## config.mk

```make
export PLATFORM = sky130hd
export DESIGN_NAME = pipe_stage_reg_flat
export DESIGN_NICKNAME = d
export VERILOG_FILES = /design/src/rtl/pipe_stage_reg_if.sv /design/src/rtl/pipe_stage_reg.sv /design/src/flat_wrapper.sv
export SDC_FILE = /design/constraint.sdc
export NUM_CORES = 1
export LEC_CHECK = 0
export CAP_MARGIN = 20
export CORE_ASPECT_RATIO = 1.5
export CORE_MARGIN = 2
export CORE_UTILIZATION = 41
export CTS_CLUSTER_DIAMETER = 120
export DETAILED_ROUTE_END_ITERATION = 10
export GPL_TIMING_DRIVEN = 0
export PLACE_DENSITY = 0.64
export SKIP_LAST_GASP = 1
export SYNTH_ARGS = -nofsm -noshare
export SYNTH_HDL_FRONTEND = slang
export SYNTH_SLANG_ARGS = --single-unit
```

## constraint.sdc

```tcl
create_clock -name Clk -period 2.2 [get_ports Clk]
set_input_delay 0.44 -clock Clk [delete_from_list [all_inputs] [get_ports Clk]]
set_output_delay 0.44 -clock Clk [all_outputs]
set_load 0.005 [all_outputs]
```

## src/rtl/pipe_stage_reg_if.sv

```systemverilog
// Handshake bundle for one pipeline stage register: upstream beat, downstream beat, flush and fill level.
// master = the surrounding pipeline, slave = the stage register itself.
interface pipe_stage_reg_if #(
    parameter int unsigned DATA_W = 128,
    parameter int unsigned CTRL_W = 12
);
    logic              In_valid;
    logic              In_ready;
    logic [DATA_W-1:0] In_data;
    logic [CTRL_W-1:0] In_ctrl;
    logic              Flush;
    logic              Out_valid;
    logic              Out_ready;
    logic [DATA_W-1:0] Out_data;
    logic [CTRL_W-1:0] Out_ctrl;
    logic [1:0]        Occupancy;

    modport master (
        output In_valid, In_data, In_ctrl, Flush, Out_ready,
        input  In_ready, Out_valid, Out_data, Out_ctrl, Occupancy
    );

    modport slave (
        input  In_valid, In_data, In_ctrl, Flush, Out_ready,
        output In_ready, Out_valid, Out_data, Out_ctrl, Occupancy
    );
endinterface

```

## src/rtl/pipe_stage_reg.sv

```systemverilog
// Pipeline stage register with a 2-entry skid buffer, synchronous flush and bubble gating of control bits.
// All state lives in one register bundle clocked on the edge chosen by NEG_EDGE.
module pipe_stage_reg #(
    parameter int unsigned DATA_W   = 128,
    parameter int unsigned CTRL_W   = 12,
    parameter bit          NEG_EDGE = 1'b1
) (
    input logic            Clk,
    input logic            Rst_n,
    pipe_stage_reg_if.slave bus
);
    // Encoding doubles as the occupancy count.
    typedef enum logic [1:0] {
        EMPTY = 2'd0,
        ONE   = 2'd1,
        TWO   = 2'd2
    } state_t;

    typedef struct packed {
        state_t            st;
        logic [DATA_W-1:0] hd;
        logic [CTRL_W-1:0] hc;
        logic [DATA_W-1:0] sd;
        logic [CTRL_W-1:0] sc;
    } regs_t;

    regs_t r_q;
    regs_t w_nxt;
    logic  w_in_ready;
    logic  w_out_valid;
    logic  w_accept;
    logic  w_pop;

    assign w_in_ready  = (r_q.st != TWO);
    assign w_out_valid = (r_q.st != EMPTY);
    assign w_accept    = bus.In_valid & w_in_ready;
    assign w_pop       = w_out_valid & bus.Out_ready;

    // Entries load only on accept, so garbage on In_* while In_valid=0 never lands in storage.
    always_comb begin
        w_nxt = r_q;
        if (bus.Flush) begin
            w_nxt.st = EMPTY;
        end else begin
            unique case (r_q.st)
                EMPTY: begin
                    if (w_accept) begin
                        w_nxt.st = ONE;
                        w_nxt.hd = bus.In_data;
                        w_nxt.hc = bus.In_ctrl;
                    end
                end
                ONE: begin
                    if (w_accept && w_pop) begin
                        w_nxt.hd = bus.In_data;
                        w_nxt.hc = bus.In_ctrl;
                    end else if (w_accept) begin
                        w_nxt.st = TWO;
                        w_nxt.sd = bus.In_data;
                        w_nxt.sc = bus.In_ctrl;
                    end else if (w_pop) begin
                        w_nxt.st = EMPTY;
                    end
                end
                TWO: begin
                    if (w_pop) begin
                        w_nxt.st = ONE;
                        w_nxt.hd = r_q.sd;
                        w_nxt.hc = r_q.sc;
                    end
                end
                default: w_nxt.st = EMPTY;
            endcase
        end
    end

    if (NEG_EDGE) begin : g_neg
        always_ff @(negedge Clk or negedge Rst_n) begin
            if (!Rst_n) r_q <= '0;
            else        r_q <= w_nxt;
        end
    end else begin : g_pos
        always_ff @(posedge Clk or negedge Rst_n) begin
            if (!Rst_n) r_q <= '0;
            else        r_q <= w_nxt;
        end
    end

    // In_ready is a pure function of the state register, so it never sees Out_ready combinationally.
    assign bus.In_ready  = w_in_ready;
    assign bus.Out_valid = w_out_valid;
    assign bus.Out_data  = r_q.hd;
    assign bus.Out_ctrl  = r_q.hc & {CTRL_W{w_out_valid}};
    assign bus.Occupancy = r_q.st;
endmodule

```

## src/flat_wrapper.sv

```systemverilog
// flat-port wrapper written by rule: the top's interface ports become plain ports
module pipe_stage_reg_flat 
#(
    parameter int unsigned DATA_W   = 128,
    parameter int unsigned CTRL_W   = 12,
    parameter bit          NEG_EDGE = 1'b1
)
  (Clk, Rst_n, bus_In_valid, bus_In_data, bus_In_ctrl, bus_Flush, bus_Out_ready, bus_In_ready, bus_Out_valid, bus_Out_data, bus_Out_ctrl, bus_Occupancy);
  pipe_stage_reg_if #(.DATA_W(DATA_W), .CTRL_W(CTRL_W)) bus_i ();
  input logic Clk;
  input logic Rst_n;
  input wire logic [$bits(bus_i.In_valid)-1:0] bus_In_valid;
  input wire logic [$bits(bus_i.In_data)-1:0] bus_In_data;
  input wire logic [$bits(bus_i.In_ctrl)-1:0] bus_In_ctrl;
  input wire logic [$bits(bus_i.Flush)-1:0] bus_Flush;
  input wire logic [$bits(bus_i.Out_ready)-1:0] bus_Out_ready;
  output wire logic [$bits(bus_i.In_ready)-1:0] bus_In_ready;
  output wire logic [$bits(bus_i.Out_valid)-1:0] bus_Out_valid;
  output wire logic [$bits(bus_i.Out_data)-1:0] bus_Out_data;
  output wire logic [$bits(bus_i.Out_ctrl)-1:0] bus_Out_ctrl;
  output wire logic [$bits(bus_i.Occupancy)-1:0] bus_Occupancy;
  assign bus_i.In_valid = bus_In_valid;
  assign bus_i.In_data = bus_In_data;
  assign bus_i.In_ctrl = bus_In_ctrl;
  assign bus_i.Flush = bus_Flush;
  assign bus_i.Out_ready = bus_Out_ready;
  assign bus_In_ready = bus_i.In_ready;
  assign bus_Out_valid = bus_i.Out_valid;
  assign bus_Out_data = bus_i.Out_data;
  assign bus_Out_ctrl = bus_i.Out_ctrl;
  assign bus_Occupancy = bus_i.Occupancy;
  pipe_stage_reg #(.DATA_W(DATA_W), .CTRL_W(CTRL_W), .NEG_EDGE(NEG_EDGE)) u_core (.Clk(Clk), .Rst_n(Rst_n), .bus(bus_i));
endmodule
```

==> impl_summary.txt, run 1 <==
----------------------------------------------------
[Outcome]
  Outcome ... complete, but fails checks
  Violations in the final reports ... setup timing

[Setup path]
  Required time at the endpoint of the critical path ... 1760 ps
  Critical Path AT ... 2700 ps
  Critical Setup Path Class ... register to output port
  R2R cell count ... 12
  End of the worst register-to-register path ... u_core.bus.Out_data[51]
  Worst path cell trace ... buf_6, nor2_4, buf_8, nor2b_1, buf_2
  Worst path slowest cell ... dfrtn_1
  Worst R2R Setup Slack ... -330 ps
  Critical Path Fanout Max ... 5
  Critical Path Sink Type ... output port
  Startpoint of the worst register-to-register path ... u_core.bus.Occupancy[1]
  Launching element type of the critical path ... register
  Delay of the slowest critical-path stage ... 480 ps

[Job]
  Number of maximum-capacitance constraint violations ... 0

[Yosys]
  Number of synthesis warnings ... 0
  Leading area contributor after synthesis ... dfrtn_1
  Average size of a mapped cell ... 15.0 sq um
  Combined area of all synthesized cells ... 13600 sq um
  Mapped Nets ... 1053
  Gate Count Post-Synth ... 908
  Register bit count reported by yosys ... 282
  Top cells by area, synth ... dfrtn_1 52%, mux2_2 27%, mux2_4 9.8%, buf_4 7.8%, buf_6 0.74%
  Sequential fraction of the synthesis area ... 51.9%
  Post-synth top area share ... 51.9%
  Library cells used by synthesis ... 21

[Final layout]
  Layout-stage area growth over the synthesis result ... 52.9%
  Fraction of layout cells with a size suffix above 1 ... 67.1%
  Util after Layout ... 63.8%
  Layout Nets ... 1466
  Most frequent cells in the layout ... 282 x dfrtn_1, 218 x mux2_4, 202 x mux2_2
  Commonest non-fill, non-tap cell in the layout ... dfrtn_1

[Clock tree]
  TritonCTS clock tree ... built
  Root Buffer Master ... clkbuf_16
  Clock insertion delay at the later pin of the skew report ... 550 ps
  Number of hold-repair buffers added at the cts stage ... 0
  Clock net sink count ... 282
  Number of buffers added by the clock tree synthesis step ... 30
  CTS H-tree lvls ... 1
  Max Root-Sink Buffers ... 3
  Worst-path clk slew ... 50 ps

[Power]
  Leakage ... 0.00977 uW
  Highest ir drop seen on vdd ... 0.628 mV
  Power after layout ... 18000 uW
  Pwr dens ... 864 nW/um^2

[Global routing]
  Gr usage total ... 20.0%
  Pin count of the biggest net entering global routing ... 108
  Wire length of the first global-routing pass ... 54700 um
  Initial antenna violation count ... 1
  Vias in the first global route ... 9384
  Remaining Overflow, GRT ... 0

[Route]
  Detailed-router iteration count before antenna repair ... 4
  Residual DRC ... 0
  WL/cell ... 19.9 um
  Routed via count divided by cell count ... 4.76
  Number of design-rule violations left by the first detailed-router iteration ... 187
  Final WL ... 35100 um
  Post-DRT Antenna Nets ... 0
  Via count ... 8384

[Timing]
  Fin. max-slew vios ... 0
  Slack of the critical path ... -939 ps
  Final number of hold-violating endpoints ... 0
  Max-slew headroom at the worst pin ... 53.8%
  Transition time at the pin with the least slew margin ... 693 ps
  Final setup violating endpoints ... 424
  Setup repair after global routing missed its margin ... true
  Worst setup skew after layout ... 9.75 ps

[Hold path]
  Hold worst-path end ... u_core.r_q[15]
  Hold path depth ... 1
  Worst hold path startpoint ... u_core.r_q[15]
  Worst hold path class ... register to register

[Floorplan]
  Core outline area ... 32600 sq um
  Height of the die ... 227 um
  Starting utilization of the core area ... 41.7%
  Floorplan die area ... 34700 sq um
  DIE WIDTH ... 153 um
  Count of pins on the block boundary ... 289
  Row Count ... 81

[Placement]
  Detailed-placement wirelength estimate ... 21600 um
  Port bufs ... 288
  Placer Congestion ... 0.716

----------------------------------------------------
[stage by stage]
| step | hold slack, ps | area, sq um | setup slack, ps | cells | setup TNS [ps] |
|---|---|---|---|---|---|
| after floorplan | 433 | 13900 | -489 | 908 | -129140 |
| after global placement | 441 | 17300 | -12820 | 1611 | -4072480 |
| after detailed placement | 446 | 17400 | -1650 | 1613 | -540280 |
| after CTS | 447 | 20700 | -982 | 1749 | -133480 |
| after global routing | 456 | 20800 | -1010 | 1761 | -144260 |
| final | 446 | 20800 | -939 | 1761 | -124910 |
[flip-flops by register name, indices dropped and copies added, names as in the netlist]
name / count
u_core.r_q: 152
u_core.bus.Out_data: 128
u_core.bus.Occupancy: 2
[area by class of cell]
| type | count | area, sq um |
|---|---|---|
| clock inverter | 8 | 143 |
| sequential | 282 | 7060 |
| timing repair buffer | 453 | 5150 |
| multi-input combinational | 447 | 5830 |
| antenna | 1 | 2.50 |
| inverter | 2 | 12.5 |
| tap | 415 | 519 |
| buffer | 105 | 1160 |
| fill | 2440 | 11800 |
| clock buffer | 48 | 930 |
[Yosys cell counts]
library cell and number:
a21oi_1 2, mux2i_1 1, nand3_1 1, buf_2 20, buf_6 9, buf_8 1
mux2_2 331, nand2_1 1, nor2_1 3, o31ai_4 1, inv_1 2, mux2_4 89
or3b_2 1, nor2b_1 14, clkbuf_1 2, buf_1 4, dfrtn_1 282, nand4bb_1 1
buf_4 141, nor3_1 1, o21ba_2 1
[how the worst max path moves through the flow]
| stage | from | endpoint | slack, ps | cells past startpoint |
|---|---|---|---|---|
| floorplan | bus_In_valid | u_core.r_q[10] | -490 | 5 |
| global placement | Rst_n | u_core.bus.Out_data[50] | -12820 | 1 |
| detailed placement | bus_In_valid | u_core.r_q[72] | -1650 | 6 |
| CTS | u_core.bus.Occupancy[0] | bus_Out_ctrl[8] | -980 | 5 |
| global route | u_core.bus.Occupancy[0] | bus_Out_ctrl[3] | -1010 | 5 |
| finish | u_core.bus.Occupancy[0] | bus_Out_ctrl[3] | -940 | 5 |
[logic make-up after synthesis]
logic type / Yosys count / share of synthesized area (%)
compound gates: 4 / 0.303
flops: 282 / 51.9
simple gates: 22 / 0.974
buf+inv: 179 / 9.59
mux: 421 / 37.3
[worst max-delay path: cells and delay by family, from the launching register on]
family                 cells  cell delay (ps)
buffers and inverters      3              410
DFF                        1              480
and+or+nand+nor            2              140
[report_power, final]
part           switching, uW  total [uW]  internal (uW)
Sequential               711        7300           6590
Combinational           1440        5200           3760
Clock                   2140        5480           3350
[repair_timing]
action	in CTS	in global routing
resized for setup	967	72
setup buffers	89	59
pin swaps	4	2
setup endpoints to repair	425	424
cloned	30	4
[per-layer routing]
metal  routed length (um)  GRT usage [%]  up-vias
li1                     -              -     3879
met3                 1830           4.28       37
met4                  697           5.88        0
met1                13100           22.4     4284
met2                19400           38.1      184
met5                    0              0        -
Power figures use the tool's default switching activity.
==> run 2, diff against run 1 <==
--- a/config.mk
+++ b/config.mk
@@ -5,6 +5,7 @@
 export SDC_FILE = /design/constraint.sdc
 export NUM_CORES = 1
 export LEC_CHECK = 0
+export ABC_AREA = 1
 export CAP_MARGIN = 20
 export CORE_ASPECT_RATIO = 1.5
 export CORE_MARGIN = 2
@@ -13,6 +14,7 @@
 export DETAILED_ROUTE_END_ITERATION = 10
 export GPL_TIMING_DRIVEN = 0
 export PLACE_DENSITY = 0.64
+export REMOVE_ABC_BUFFERS = 1
 export SKIP_LAST_GASP = 1
 export SYNTH_ARGS = -nofsm -noshare
 export SYNTH_HDL_FRONTEND = slang
==> run 2 against run 1 <==
Combinational power shrank 13%. Non-clock buffer count shrank 121. Die area shrank 2.3%. The run still ends with setup timing left. Hold slack lost 27 ps. Count of clock-buffer cells in the layout shrank 8. Total power shrank 5.8%. Sequential share of layout area grew 5.2 points. Synthesized area shrank 2.3%. Cell count grew 26%. Wire length grew 26%.
==> impl_summary.txt, run 2 <==
----------------------------------------------------
[Clock tree]
  Root Buffer Master ... clkbuf_16 (unchanged)
  Worst-path clk slew ... 50 ps (about the same)
  Clock insertion delay at the later pin of the skew report ... 550 ps (about the same)
  Number of buffers added by the clock tree synthesis step ... 28 (was 30)
  Max Root-Sink Buffers ... 3 (unchanged)
  Clock net sink count ... 282 (unchanged)
  CTS H-tree lvls ... 1 (unchanged)
  TritonCTS clock tree ... built (unchanged)
  Number of hold-repair buffers added at the cts stage ... 0 (unchanged)

[Timing]
  Slack of the critical path ... -989 ps (was -939 ps)
  Fin. max-slew vios ... 0 (unchanged)
  Setup repair after global routing missed its margin ... true (unchanged)
  Post-Route Setup TNS ... -70750 ps (was -124910 ps)
  Final number of hold-violating endpoints ... 0 (unchanged)
  Max-slew headroom at the worst pin ... 54.4% (was 53.8%)
  Hold Worst Slack ... 419 ps (was 446 ps)
  Worst setup skew after layout ... 9.65 ps (was 9.75 ps)
  Transition time at the pin with the least slew margin ... 684 ps (was 693 ps)
  Final setup violating endpoints ... 181 (was 424)

[Floorplan]
  Starting utilization of the core area ... 41.8% (was 41.7%)
  Row Count ... 80 (was 81)
  Count of pins on the block boundary ... 289 (unchanged)
  Core outline area ... 31800 sq um (was 32600 sq um)
  Floorplan die area ... 33900 sq um (was 34700 sq um)
  DIE WIDTH ... 151 um (was 153 um)
  Height of the die ... 225 um (was 227 um)

[Power]
  Highest ir drop seen on vdd ... 0.630 mV (was 0.628 mV)
  Pwr dens ... 938 nW/um^2 (was 864 nW/um^2)
  Leakage ... 0.00939 uW (was 0.00977 uW)
  Power after layout ... 16900 uW (was 18000 uW)

[Outcome]
  Violations in the final reports ... setup timing (unchanged)
  Outcome ... complete, but fails checks (unchanged)

[Job]
  Number of maximum-capacitance constraint violations ... 0 (unchanged)

[Global routing]
  Vias in the first global route ... 11.0k (was 9384)
  Remaining Overflow, GRT ... 0 (unchanged)
  Gr usage total ... 24.2% (was 20.0%)
  Pin count of the biggest net entering global routing ... 118 (was 108)
  Initial antenna violation count ... 2 (was 1)
  Wire length of the first global-routing pass ... 63500 um (was 54700 um)

[Placement]
  Post-DP Area ... 15400 sq um (was 17400 sq um)
  Port bufs ... 288 (unchanged)
  Detailed-placement wirelength estimate ... 19700 um (was 21600 um)
  Placer Congestion ... 0.798 (was 0.716)
  Total instance count after detailed placement ... 2021 (was 1613)

[Setup path]
  Critical Path Sink Type ... output port (unchanged)
  Required time at the endpoint of the critical path ... 1760 ps (about the same)
  Critical Path AT ... 2750 ps (was 2700 ps)
  Worst R2R Setup Slack ... 130 ps (was -330 ps)
  Launching element type of the critical path ... register (unchanged)
  Critical Setup Path Class ... register to output port (unchanged)
  Critical Path Fanout Max ... 7 (was 5)

[Route]
  Final WL ... 44200 um (was 35100 um)
  Residual DRC ... 0 (unchanged)
  Number of design-rule violations left by the first detailed-router iteration ... 656 (was 187)
  Post-DRT Antenna Nets ... 0 (unchanged)
  Routed via count divided by cell count ... 5.09 (was 4.76)
  Detailed-router iteration count before antenna repair ... 5 (was 4)
  Via count ... 11.3k (was 8384)
  WL/cell ... 20.0 um (was 19.9 um)

[Yosys]
  Library cells used by synthesis ... 18 (was 21)
  Number of synthesis warnings ... 0 (unchanged)
  Combined area of all synthesized cells ... 13300 sq um (was 13600 sq um)
  Synth cell count leaders ... 432 x nand2_1, 295 x o21ai_0, 282 x dfrtn_1, 155 x inv_1, 132 x buf_4 (was 331 x mux2_2, 282 x dfrtn_1, 141 x buf_4, 89 x mux2_4, 20 x buf_2)
  Average size of a mapped cell ... 8.65 sq um (was 15.0 sq um)
  Top cells by area, synth ... dfrtn_1 53%, nand2_1 12%, o21ai_0 11%, buf_4 7.5%, inv_1 4.4% (was dfrtn_1 52%, mux2_2 27%, mux2_4 9.8%, buf_4 7.8%, buf_6 0.74%)
  Post-synth EDFFs ... 0 (unchanged)
  Post-synthesis async set-or-reset flop share ... 100% (unchanged)
  Post-synth top area share ... 53.1% (was 51.9%)
  Sequential fraction of the synthesis area ... 53.1% (was 51.9%)
  Most common flop cell mapped by yosys ... dfrtn_1 (unchanged)
  Gate Count Post-Synth ... 1536 (was 908)
  Most numerous cell in the Yosys netlist ... nand2_1 (was mux2_2)
  Register bit count reported by yosys ... 282 (unchanged)
  Leading area contributor after synthesis ... dfrtn_1 (unchanged)

[Final layout]
  Diode count ... 0 (was 1)
  Fraction of layout cells with a size suffix above 1 ... 26.0% (was 67.1%)
  Commonest non-fill, non-tap cell in the layout ... nand2_1 (was dfrtn_1)
  Final cell count without fillers ... 2216 (was 1761)
  Post-route cell area ... 18000 sq um (was 20800 sq um)
  Max FFs per register ... 152 (unchanged)
  Largest reg by FF count ... u_core.r_q (unchanged)
  Most frequent cells in the layout ... 408 x nand2_1, 282 x dfrtn_1, 267 x o21ai_0 (was 282 x dfrtn_1, 218 x mux2_4, 202 x mux2_2)
  Layout Nets ... 1931 (was 1466)
  Layout-stage area growth over the synthesis result ... 35.7% (was 52.9%)

[Hold path]
  Worst hold path class ... register to register (unchanged)

----------------------------------------------------
## run 2: changes by cell type in the layout (fill, tap and decap cells not counted), sizes merged, moves of 3 or more
cell      change
clkbuf        +4
clkinvlp      +3
inv         +154
mux2        -420
nor2         +11
o21ai       +420
nor2b        -14
clkinv        +4
nand3         +7
bufinv        -4
buf         -139
bufbuf        +5
nand2       +436
## run 2: logic make-up after synthesis
group | synth area share [%]
AOI/OAI and AO/OA | 17.3
buffers and inverters | 16.6
DFF | 53.1
and+or+nand+nor | 13.0
## run 2: report_power, final
part           switching (uW)  internal (uW)
Combinational            2180           2320
Clock                    2130           2670
Sequential                806           6830
## run 2: worst paths after layout
check / from / endpoint / cells past startpoint
worst max register to register: u_core.bus.Occupancy[1] / u_core.bus.Out_data[54] / 12
worst max-delay path: u_core.bus.Occupancy[0] / bus_Out_ctrl[10] / 6
min in group asynchronous: Rst_n / u_core.bus.Out_data[67] / 1
max in group asynchronous: Rst_n / u_core.r_q[26] / 2
worst min register to register: u_core.r_q[92] / u_core.r_q[92] / 2
worst min-delay path: u_core.r_q[92] / u_core.r_q[92] / 2
## run 2: repair_timing
action	CTS	global route
pin swaps	7	5
resized for setup	661	129
gates cloned	24	22
setup endpoints to repair	425	350
buffers inserted	58	47
## run 2: layout make-up
class	count	area, sq um
Sequential cell	282	7060
Clock inverter	10	57.6
Timing Repair Buffer	437	4520
Fill cell	2766	13800
Tap cell	410	513
Clock buffer	40	847
Multi-Input combinational cell	880	4450
Inverter	157	601
## run 2: critical path: stages (launching register included)
cell        delay (ps)
dfrtn_1            480
inv_4               60
nand2_4             70
clkinvlp_4         120
buf_8              160
nor2_4             100
buf_6              100
## run 2: per-stage QoR
stage                     utilization (%)  worst slack [ps]
after CTS                            53.1              -970
final                                56.7              -989
after detailed placement             48.3             -1850
after global routing                 56.7             -1050
after floorplan                         -             -5910
after global placement               47.3            -12700
## run 2: per-layer routing
| metal | track usage (%) | share of wire [%] |
|---|---|---|
| met1 | 30.7 | 39 |
| met2 | 41.6 | 51 |
| met3 | 3.57 | 6.0 |
| met4 | 8.92 | 3.7 |
| met5 | 0 | 0.061 |
==> run 3, diff against run 2 <==
--- a/config.mk
+++ b/config.mk
@@ -8,7 +8,7 @@
 export ABC_AREA = 1
 export CAP_MARGIN = 20
 export CORE_ASPECT_RATIO = 1.5
-export CORE_MARGIN = 2
+export CORE_MARGIN = 8
 export CORE_UTILIZATION = 41
 export CTS_CLUSTER_DIAMETER = 120
 export DETAILED_ROUTE_END_ITERATION = 10
==> run 3 against run 2 <==
The flow still finishes with violations (setup timing). Utilization fell by 0.96 points. Sequential share of layout area up 0.18 points. Global-route usage decreased by 2.1 points.
==> impl_summary.txt, run 3 (same netlist as run 2, synthesis figures left out) <==
----------------------------------------------------
[Outcome]
  Outcome ... complete, but fails checks (unchanged)
  Violations in the final reports ... setup timing (unchanged)

[Setup path]
  Worst path slowest cell ... dfrtn_1 (unchanged)
  Launching element type of the critical path ... register (unchanged)
  Setup crit start ... u_core.bus.Occupancy[0] (unchanged)
  Critical Path AT ... 2750 ps (about the same)
  Critical Setup Path Class ... register to output port (unchanged)
  Worst path cell trace ... inv_6, nand2_4, clkinvlp_4, buf_6, nor2_1, buf_2 (was inv_4, nand2_4, clkinvlp_4, buf_8, nor2_4, buf_6)
  Critical Path Fanout Max ... 7 (unchanged)
  Required time at the endpoint of the critical path ... 1760 ps (about the same)
  CP Buf/Inv Count ... 4 (unchanged)
  Delay of the slowest critical-path stage ... 480 ps (about the same)
  Startpoint of the worst register-to-register path ... u_core.bus.Occupancy[0] (was u_core.bus.Occupancy[1])
  Critical Path Sink Type ... output port (unchanged)
  Kind of cell with the highest combined delay on the critical path ... flip-flops (unchanged)

[Global routing]
  Gr usage total ... 22.1% (was 24.2%)
  Wire length of the first global-routing pass ... 66800 um (was 63500 um)
  Initial antenna violation count ... 4 (was 2)
  Remaining Overflow, GRT ... 0 (unchanged)
  Vias in the first global route ... 11.0k (about the same)
  Pin count of the biggest net entering global routing ... 114 (was 118)

[Route]
  Number of design-rule violations left by the first detailed-router iteration ... 771 (was 656)
  Routed via count divided by cell count ... 5.05 (was 5.09)
  Detailed-router iteration count before antenna repair ... 5 (unchanged)
  WL/cell ... 20.5 um (was 20.0 um)
  Via count ... 11.2k (was 11.3k)
  Final WL ... 45700 um (was 44200 um)
  Residual DRC ... 0 (unchanged)
  Post-DRT Antenna Nets ... 0 (unchanged)

[Clock tree]
  Number of hold-repair buffers added at the cts stage ... 0 (unchanged)
  Clock net sink count ... 282 (unchanged)
  Clock insertion delay at the later pin of the skew report ... 560 ps (was 550 ps)
  CTS H-tree lvls ... 1 (unchanged)
  Root Buffer Master ... clkbuf_16 (unchanged)
  Worst-path clk slew ... 50 ps (about the same)
  Max Root-Sink Buffers ... 3 (unchanged)
  TritonCTS clock tree ... built (unchanged)
  Number of buffers added by the clock tree synthesis step ... 29 (was 28)

[Placement]
  Worst setup timing slack at the placement stage ... -1670 ps (was -1850 ps)
  Detailed-placement wirelength estimate ... 21900 um (was 19700 um)
  Port bufs ... 288 (unchanged)
  Placer Congestion ... 0.767 (was 0.798)

[Timing]
  Worst setup skew after layout ... 20.9 ps (was 9.65 ps)
  Final number of hold-violating endpoints ... 0 (unchanged)
  Max-slew headroom at the worst pin ... 49.4% (was 54.4%)
  Setup repair after global routing missed its margin ... true (unchanged)
  Fin. max-slew vios ... 0 (unchanged)
  Transition time at the pin with the least slew margin ... 759 ps (was 684 ps)
  Final setup violating endpoints ... 174 (was 181)
  Slack of the critical path ... -988 ps (was -989 ps)

[Job]
  Number of maximum-capacitance constraint violations ... 0 (unchanged)

[Floorplan]
  DIE WIDTH ... 163 um (was 151 um)
  Row Count ... 81 (was 80)
  Floorplan die area ... 38600 sq um (was 33900 sq um)
  Starting utilization of the core area ... 41.2% (was 41.8%)
  Core outline area ... 32200 sq um (was 31800 sq um)
  Count of pins on the block boundary ... 289 (unchanged)
  Height of the die ... 237 um (was 225 um)

[Power]
  Power after layout ... 17500 uW (was 16900 uW)
  Highest ir drop seen on vdd ... 0.709 mV (was 0.630 mV)
  Pwr dens ... 974 nW/um^2 (was 938 nW/um^2)
  Leakage ... 0.00933 uW (was 0.00939 uW)

[Final layout]
  Layout Nets ... 1930 (was 1931)
  Most frequent cells in the layout ... 422 x nand2_1, 282 x dfrtn_1, 277 x o21ai_0 (was 408 x nand2_1, 282 x dfrtn_1, 267 x o21ai_0)
  Max FFs per register ... 152 (unchanged)
  Layout-stage area growth over the synthesis result ... 35.1% (was 35.7%)
  Util after Layout ... 55.7% (was 56.7%)
  Largest reg by FF count ... u_core.r_q (unchanged)
  Commonest non-fill, non-tap cell in the layout ... nand2_1 (unchanged)
  Fraction of layout cells with a size suffix above 1 ... 24.6% (was 26.0%)

[Hold path]
  Worst hold path startpoint ... u_core.r_q[68] (was u_core.r_q[92])
  Worst hold path class ... register to register (unchanged)

----------------------------------------------------
==> run 3: cell types whose count changed in the layout (fill, tap and decap cells not counted), moves of 4 or more <==
cell / previous run / this run
clkbuf_16: 46 / 41
buf_2: 116 / 112
nand2_4: 20 / 4
nand2_1: 408 / 422
buf_4: 79 / 85
o21ai_0: 267 / 277
o21ai_2: 75 / 66
bufinv_16: 0 / 5
==> run 3: worst reg2reg max path, cell delays in order, from the launching register on <==
cell       delay, ps
dfrtn_1          480
inv_6             60
buf_12           130
nand2_8           70
buf_4            160
buf_8            220
nand2_2          120
nand3_4          100
buf_16           150
buf_16           160
buf_12           140
clkbuf_16        160
o21ai_2           60
==> run 3: power breakdown <==
part           switching, uW  internal (uW)
Sequential               798           6830
Combinational           2150           2270
Clock                   2170           3280
Total                   5120          12400
==> run 3: worst paths after layout <==
kind	end	depth (start not counted)	slack (ps)
worst min-delay path	u_core.r_q[68]	2	420
worst min register to register	u_core.r_q[68]	2	420
min in group asynchronous	u_core.bus.Out_data[126]	1	880
worst max register to register	u_core.bus.Out_data[122]	12	50
worst max-delay path	bus_Out_ctrl[8]	6	-990
max in group asynchronous	u_core.bus.Out_data[2]	2	210
==> run 3: cell type report <==
cell class	count	area, sq um
fill	2895	14300
sequential	282	7060
timing repair buffer	436	4450
multi-input combinational	879	4270
clock buffer	41	851
inverter	157	606
tap	415	519
clock inverter	13	203
antenna	3	7.51
==> run 3: timing repair <==
action                                  4_1_cts  5_1_grt
endpoints found under the setup margin      424      364
gates resized for setup                     663       77
gates cloned                                 25       15
pin swaps                                     6        4
setup buffers                                62       45
==> run 3: per-layer routing <==
layer | vias to the layer above | GRT usage [%] | part of all wire (%) | wire (um)
met5 | - | 0 | 0.028 | 13
met4 | 2 | 8.11 | 3.0 | 1350
met3 | 80 | 3.51 | 5.6 | 2580
met2 | 353 | 37.9 | 52 | 23600
met1 | 5537 | 27.5 | 40 | 18100
li1 | 5260 | - | - | -
==> run 3: metrics by stage <==
step | cell area, sq um | TNS, ps | hold slack [ps] | instances
final | 18000 | -69920 | 421 | 2226
after global routing | 18000 | -75230 | 432 | 2226
after CTS | 17200 | -72370 | 423 | 2167
after detailed placement | 15400 | -454370 | 422 | 2027
after global placement | 15100 | -5703930 | 418 | 2016
after floorplan | 11700 | -1189690 | 408 | 1313
